===== src/rtl/fetch_sequencer_pkg.sv =====
// Shared constants for the fetch sequencer: phase bit positions, opcode bytes, state encoding.
package fetch_sequencer_pkg;

    localparam int unsigned PHASE_W = 5;
    localparam int unsigned PH_F    = 0;
    localparam int unsigned PH_R    = 1;
    localparam int unsigned PH_X    = 2;
    localparam int unsigned PH_M    = 3;
    localparam int unsigned PH_W    = 4;

    localparam int unsigned OPC_W   = 8;

    localparam logic [OPC_W-1:0] OP_ZADD  = 8'h01;
    localparam logic [OPC_W-1:0] OP_ZSUB  = 8'h29;
    localparam logic [OPC_W-1:0] OP_ZCMP  = 8'h39;
    localparam logic [OPC_W-1:0] OP_ZAND  = 8'h21;
    localparam logic [OPC_W-1:0] OP_ZOR   = 8'h09;
    localparam logic [OPC_W-1:0] OP_ZXOR  = 8'h31;
    localparam logic [OPC_W-1:0] OP_ZLD   = 8'h8B;
    localparam logic [OPC_W-1:0] OP_ZST   = 8'h89;
    localparam logic [OPC_W-1:0] OP_ZLIL  = 8'h66;
    localparam logic [OPC_W-1:0] OP_IMM   = 8'h83;
    localparam logic [OPC_W-1:0] OP_UNARY = 8'hF7;
    localparam logic [OPC_W-1:0] OP_SHIFT = 8'hC1;
    localparam logic [OPC_W-1:0] OP_JMP   = 8'h90;
    localparam logic [OPC_W-1:0] OP_HLT   = 8'hF4;

    typedef enum logic [2:0] {
        S_IDLE = 3'd0,
        S_F    = 3'd1,
        S_R    = 3'd2,
        S_X    = 3'd3,
        S_M    = 3'd4,
        S_W    = 3'd5,
        S_HALT = 3'd6
    } state_t;

    // One-hot phase vector with only bit idx set.
    function automatic logic [PHASE_W-1:0] ph_bit(input int unsigned idx);
        return PHASE_W'(1) << idx;
    endfunction

endpackage


===== src/rtl/fetch_sequencer_ilen_decode.sv =====
// Opcode byte to instruction length / legality / halt classification.
module ilen_decode
    import fetch_sequencer_pkg::*;
(
    input  logic [OPC_W-1:0] opcode,
    output logic [1:0]       len,
    output logic             legal,
    output logic             is_hlt
);

    // Pure lookup; unknown opcodes report len 0 and legal 0.
    always_comb begin
        len    = 2'd0;
        legal  = 1'b0;
        is_hlt = 1'b0;
        case (opcode)
            OP_HLT: begin
                len    = 2'd1;
                legal  = 1'b1;
                is_hlt = 1'b1;
            end
            OP_ZLIL, OP_IMM, OP_SHIFT, OP_JMP: begin
                len   = 2'd3;
                legal = 1'b1;
            end
            OP_ZADD, OP_ZSUB, OP_ZCMP, OP_ZAND, OP_ZOR,
            OP_ZXOR, OP_ZLD, OP_ZST, OP_UNARY: begin
                len   = 2'd2;
                legal = 1'b1;
            end
            default: begin
                len    = 2'd0;
                legal  = 1'b0;
                is_hlt = 1'b0;
            end
        endcase
    end

endmodule


===== src/rtl/fetch_sequencer.sv =====
// Instruction fetch and phase sequencer: fetches into ir, steps f-r-x-m-w, maintains pc.
module fetch_sequencer
    import fetch_sequencer_pkg::*;
#(
    parameter logic [31:0] RESET_PC    = 32'h0000_0000,
    parameter int unsigned ACK_TIMEOUT = 16
) (
    input  logic               clk,
    input  logic               rst,
    input  logic               start,
    output logic               imem_req,
    output logic [31:0]        imem_addr,
    input  logic               imem_ack,
    input  logic [31:0]        imem_rdata,
    output logic [31:0]        ir,
    output logic [PHASE_W-1:0] phase,
    output logic [31:0]        pc,
    input  logic               cr_taken,
    input  logic [31:0]        br_target,
    output logic               halted,
    output logic               illegal,
    output logic               fault
);

    localparam int unsigned CNT_W = $clog2(ACK_TIMEOUT + 1);
    localparam logic [CNT_W-1:0] CNT_LAST = CNT_W'(ACK_TIMEOUT - 1);

    state_t           state;
    logic [CNT_W-1:0] wait_cnt;
    logic [1:0]       len;
    logic             legal;
    logic             is_hlt;

    // Classify the opcode currently held in ir.
    ilen_decode u_ilen_decode (
        .opcode (ir[31:24]),
        .len    (len),
        .legal  (legal),
        .is_hlt (is_hlt)
    );

    // The fetch address is always the pc register itself.
    assign imem_addr = pc;

    // Sequencer: state, pc, ir and all status outputs.
    always_ff @(posedge clk or posedge rst) begin
        if (rst) begin
            state    <= S_IDLE;
            pc       <= RESET_PC;
            ir       <= 32'h0;
            phase    <= '0;
            imem_req <= 1'b0;
            halted   <= 1'b0;
            illegal  <= 1'b0;
            fault    <= 1'b0;
            wait_cnt <= '0;
        end else begin
            case (state)
                S_IDLE: begin
                    if (start) begin
                        state    <= S_F;
                        imem_req <= 1'b1;
                        phase    <= ph_bit(PH_F);
                        wait_cnt <= '0;
                    end
                end
                S_F: begin
                    if (imem_ack) begin
                        ir       <= imem_rdata;
                        state    <= S_R;
                        imem_req <= 1'b0;
                        phase    <= ph_bit(PH_R);
                    end else if (wait_cnt == CNT_LAST) begin
                        fault    <= 1'b1;
                        state    <= S_HALT;
                        imem_req <= 1'b0;
                        phase    <= '0;
                    end else begin
                        wait_cnt <= wait_cnt + CNT_W'(1);
                    end
                end
                S_R: begin
                    // Unknown opcodes stop here, before pc moves.
                    if (!legal) begin
                        illegal <= 1'b1;
                        state   <= S_HALT;
                        phase   <= '0;
                    end else begin
                        state <= S_X;
                        phase <= ph_bit(PH_X);
                    end
                end
                S_X: begin
                    state <= S_M;
                    phase <= ph_bit(PH_M);
                end
                S_M: begin
                    state <= S_W;
                    phase <= ph_bit(PH_W);
                end
                S_W: begin
                    if (cr_taken) begin
                        pc <= br_target;
                    end else begin
                        pc <= pc + 32'(len);
                    end
                    // HLT still advances pc, then parks.
                    if (is_hlt) begin
                        halted <= 1'b1;
                        state  <= S_HALT;
                        phase  <= '0;
                    end else begin
                        state    <= S_F;
                        imem_req <= 1'b1;
                        phase    <= ph_bit(PH_F);
                        wait_cnt <= '0;
                    end
                end
                S_HALT: begin
                    imem_req <= 1'b0;
                    phase    <= '0;
                end
                default: begin
                    state    <= S_IDLE;
                    imem_req <= 1'b0;
                    phase    <= '0;
                end
            endcase
        end
    end

endmodule


===== config.mk =====
export PLATFORM = sky130hd
export DESIGN_NAME = fetch_sequencer
export DESIGN_NICKNAME = d
export VERILOG_FILES = /design/src/rtl/fetch_sequencer_pkg.sv /design/src/rtl/fetch_sequencer_ilen_decode.sv /design/src/rtl/fetch_sequencer.sv
export SDC_FILE = /design/constraint.sdc
export NUM_CORES = 1
export LEC_CHECK = 0
export ABC_AREA = 1
export CAP_MARGIN = 40
export CORE_AREA = 2 2 106 108
export DETAILED_ROUTE_END_ITERATION = 16
export DIE_AREA = 0 0 108 110
export PLACE_DENSITY = 0.85
export SYNTH_ARGS = -nofsm -noshare
export SYNTH_HDL_FRONTEND = slang
export SYNTH_HIERARCHICAL = 1
export SYNTH_SLANG_ARGS = --single-unit

===== constraint.sdc =====
create_clock -name clk -period 6.6 [get_ports clk]
set_input_delay 0.66 -clock clk [delete_from_list [all_inputs] [get_ports clk]]
set_output_delay 0.66 -clock clk [all_outputs]
set_load 0.02 [all_outputs]

==> results.yml <==
outcome:
  outcome: "finished clean"
timing:
  relSlewSlack: 0.414
  rsz0062_at_grt: "no"
  worst_pin_slew_ps: 877
  setup_viol: 0
  period_share: 0.413
  fin_worst_skew_ps: 18.0
  worst_slack_ps: 3870
  setup-tns-final_ps: 0
  slew_violations: 0
  hold_viol: 0
  min_period_ps: 2730
  max_freq_mhz: 367
power:
  power_density_nw_per_um2: 459
  leakagePower_uw: 0.00334
  worst_ir_drop_vdd_mv: 0.289
  power_uw: 3220
final_layout:
  ff_latch_area_um2: 2030
  fin_util: 0.656
  diodes: 0
  design_area_um2: 7020
  drive_gt1_frac: 0.0882
  fillers: 910
  nNetsFinal: 931
  area_growth_pct: 33.4
  multi_input_area_um2: 2550
floorplan:
  ios: 174
  die-height_um: 110
  core_region_area_um2: 10700
  die_w_um: 108
  dieArea_um2: 11900
  std_cell_rows: 38
  start_util: 0.492
hold_path:
  min-delay-start: "illegal"
  hold_end: "illegal"
  min_path_cells: 2
  hp-class: "reg -> reg"
route:
  ant_nets: 0
  routed_wl_um: 13600
  routedWlPerCell_um: 13.6
  dr.pass1.iters: 5
  drt_iter0_drc: 266
  via_per_inst: 5.02
  vias: 5032
  drc_errors: 0
logic_synthesis:
  synthCells: 719
  synth-compound-area-share: 0.0732
  synth_top_family_by_area: "simple AND/OR/NAND/NOR gates"
  post_synth.cell_area_avg_um2: 7.32
  synth-adder-area-share: 0.0133
  syn-cell-area_um2: 5260
  synth-seq-cells: 81
  muxShareOfSynthArea: 0.0891
  synth_xor_area_frac: 0.00166
  synth_warnings: 6
  synth.distinct_cells: 37
  syn_nets: 793
  synth-simple-area-share: 0.307
  seq_area_frac_synth: 0.385
clock_network:
  tritoncts: "yes"
  insertion_delay_ps: 370
  cts-root-buf: "clkbuf_8"
  clkSinkCount: 81
  cts_hold_buf: 0
  h-tree-depth: 3
  cts_buffer_depth: 2
  ctsResizeCount: 0
  numCtsBuffers: 9
  cts_setup_buffers: 0
  path_clk_slew_ps: 100
worst_setup_path:
  r2r_setup_slack_ps: 3870
  r2r_end: "imem_addr[8]"
  regToRegStartpoint: "ir[28]"
  critPathArrivalTime_ps: 3000
  crit_path_end_kind: "register"
  crit_fanout: 6
  cp.required_ps: 6870
  critPathKind: "reg -> reg"
  ff2ff_path_depth: 17
  critPathLaunchType: "register"
global_route:
  overflow: 0
  grt_max_degree: 55
  grt_pass1_wl_um: 21700
  grt_use_total: 0.231
  antenna_found_initial: 0
  grt_pass1_vias: 4632
place:
  gp_congestion: 0.907
  portBuffers: 173
  hpwl_um: 9820
  dpl_cell_area_um2: 6850
  place_ws_ps: 3930
flow_run:
  drv_cap: 0
power by group:
part | switching [uW] | total (uW) | internal (uW)
combinational | 975 | 1860 | 888
clock | 207 | 347 | 141
sequential | 288 | 1010 | 722
total | 1470 | 3220 | 1750
registers in the layout, indices dropped and copies added, names as in the netlist:
signal,count
fault,1
state,3
imem_addr,32
illegal,1
imem_req,1
wait_cnt,5
ir,32
halted,1
phase,5
metal layers:
metal | share of wire | up-vias | global-route usage
li1 | - | 2489 | -
met2 | 0.47 | 254 | 0.391
met3 | 0.098 | 21 | 0.0606
met1 | 0.41 | 2268 | 0.288
met5 | 0 | - | 0
met4 | 0.023 | 0 | 0.0769
cells by family after synthesis:
family	count (synthesis)
AO/OA/AOI/OAI	73
buffers and inverters	134
AND/OR/NAND/NOR	393
adder cells (fa/ha/maj)	5
multiplexers	32
flip-flops	81
XOR/XNOR	1
cells in the final DEF (no fill, tap or decap), types with 5 or more instances in the layout:
master	instances
a21oi_1	27
clkbuf_8	9
clkdlybuf4s50_1	173
dfrtp_1	81
inv_1	79
inv_6	5
mux2_4	29
nand2_1	224
nand3_1	40
nor2_1	104
nor2_2	7
o21ai_0	38
per-stage QoR:
step	instances	hold WS (ps)
2_1_floorplan	719	453
3_3_place_gp	985	453
3_5_place_dp	986	450
4_1_cts	1002	482
5_1_grt	1002	514
6_report	1002	476
synthesized netlist by cell type (all sizes together):
cell type  instances  area (um2)
a21oi             27         135
a22o               1        8.76
buf               41         335
clkbuf             9        33.8
dfrtp             81        2030
fa                 1        20.0
ha                 4        50.1
inv               84         320
mux2              32         469
nand2            228         885
nand3             41         210
nand3b             1        7.51
nand4              2        12.5
nor2             112         445
nor3               4        20.0
o211ai             1        7.51
o21ai             40         204
o21bai             3        22.5
o31ai              1        7.51
or2                5        33.8
xor2               1        8.76
worst max-delay path, cell delays in order, from the launching register on:
cell     delay (ps)
dfrtp_1         480
nor2_2          200
nand2_1          90
nor2_1          100
nor2_1           70
nand2_1          80
nor2_2           40
nand2_1          80
inv_1            60
fa_1            470
nor2_1          220
nand2_1         150
inv_1           140
nand3_1         110
o21ai_0         130
nand2_1          60
o21ai_0          90
inv_1            60
how the worst max path moves through the flow:
stage | start | slack, ps | depth (start not counted) | to
floorplan | rst | 3860 | 1 | fault
global route | ir[28] | 3550 | 17 | imem_addr[10]
CTS | ir[28] | 3900 | 17 | imem_addr[18]
finish | ir[28] | 3870 | 17 | imem_addr[8]
detailed placement | ir[31] | 3930 | 17 | imem_addr[18]
global placement | ir[29] | 4030 | 16 | imem_addr[20]
area by class of cell:
class                      count  share of cell area
timing repair buffer         177               0.253
inverter                      84              0.0458
tap                          140              0.0249
sequential                    81               0.289
clock inverter                 7             0.00748
multi-input combinational    504               0.363
clock buffer                   9              0.0176
No activity file was read; power rests on OpenSTA's default activity.
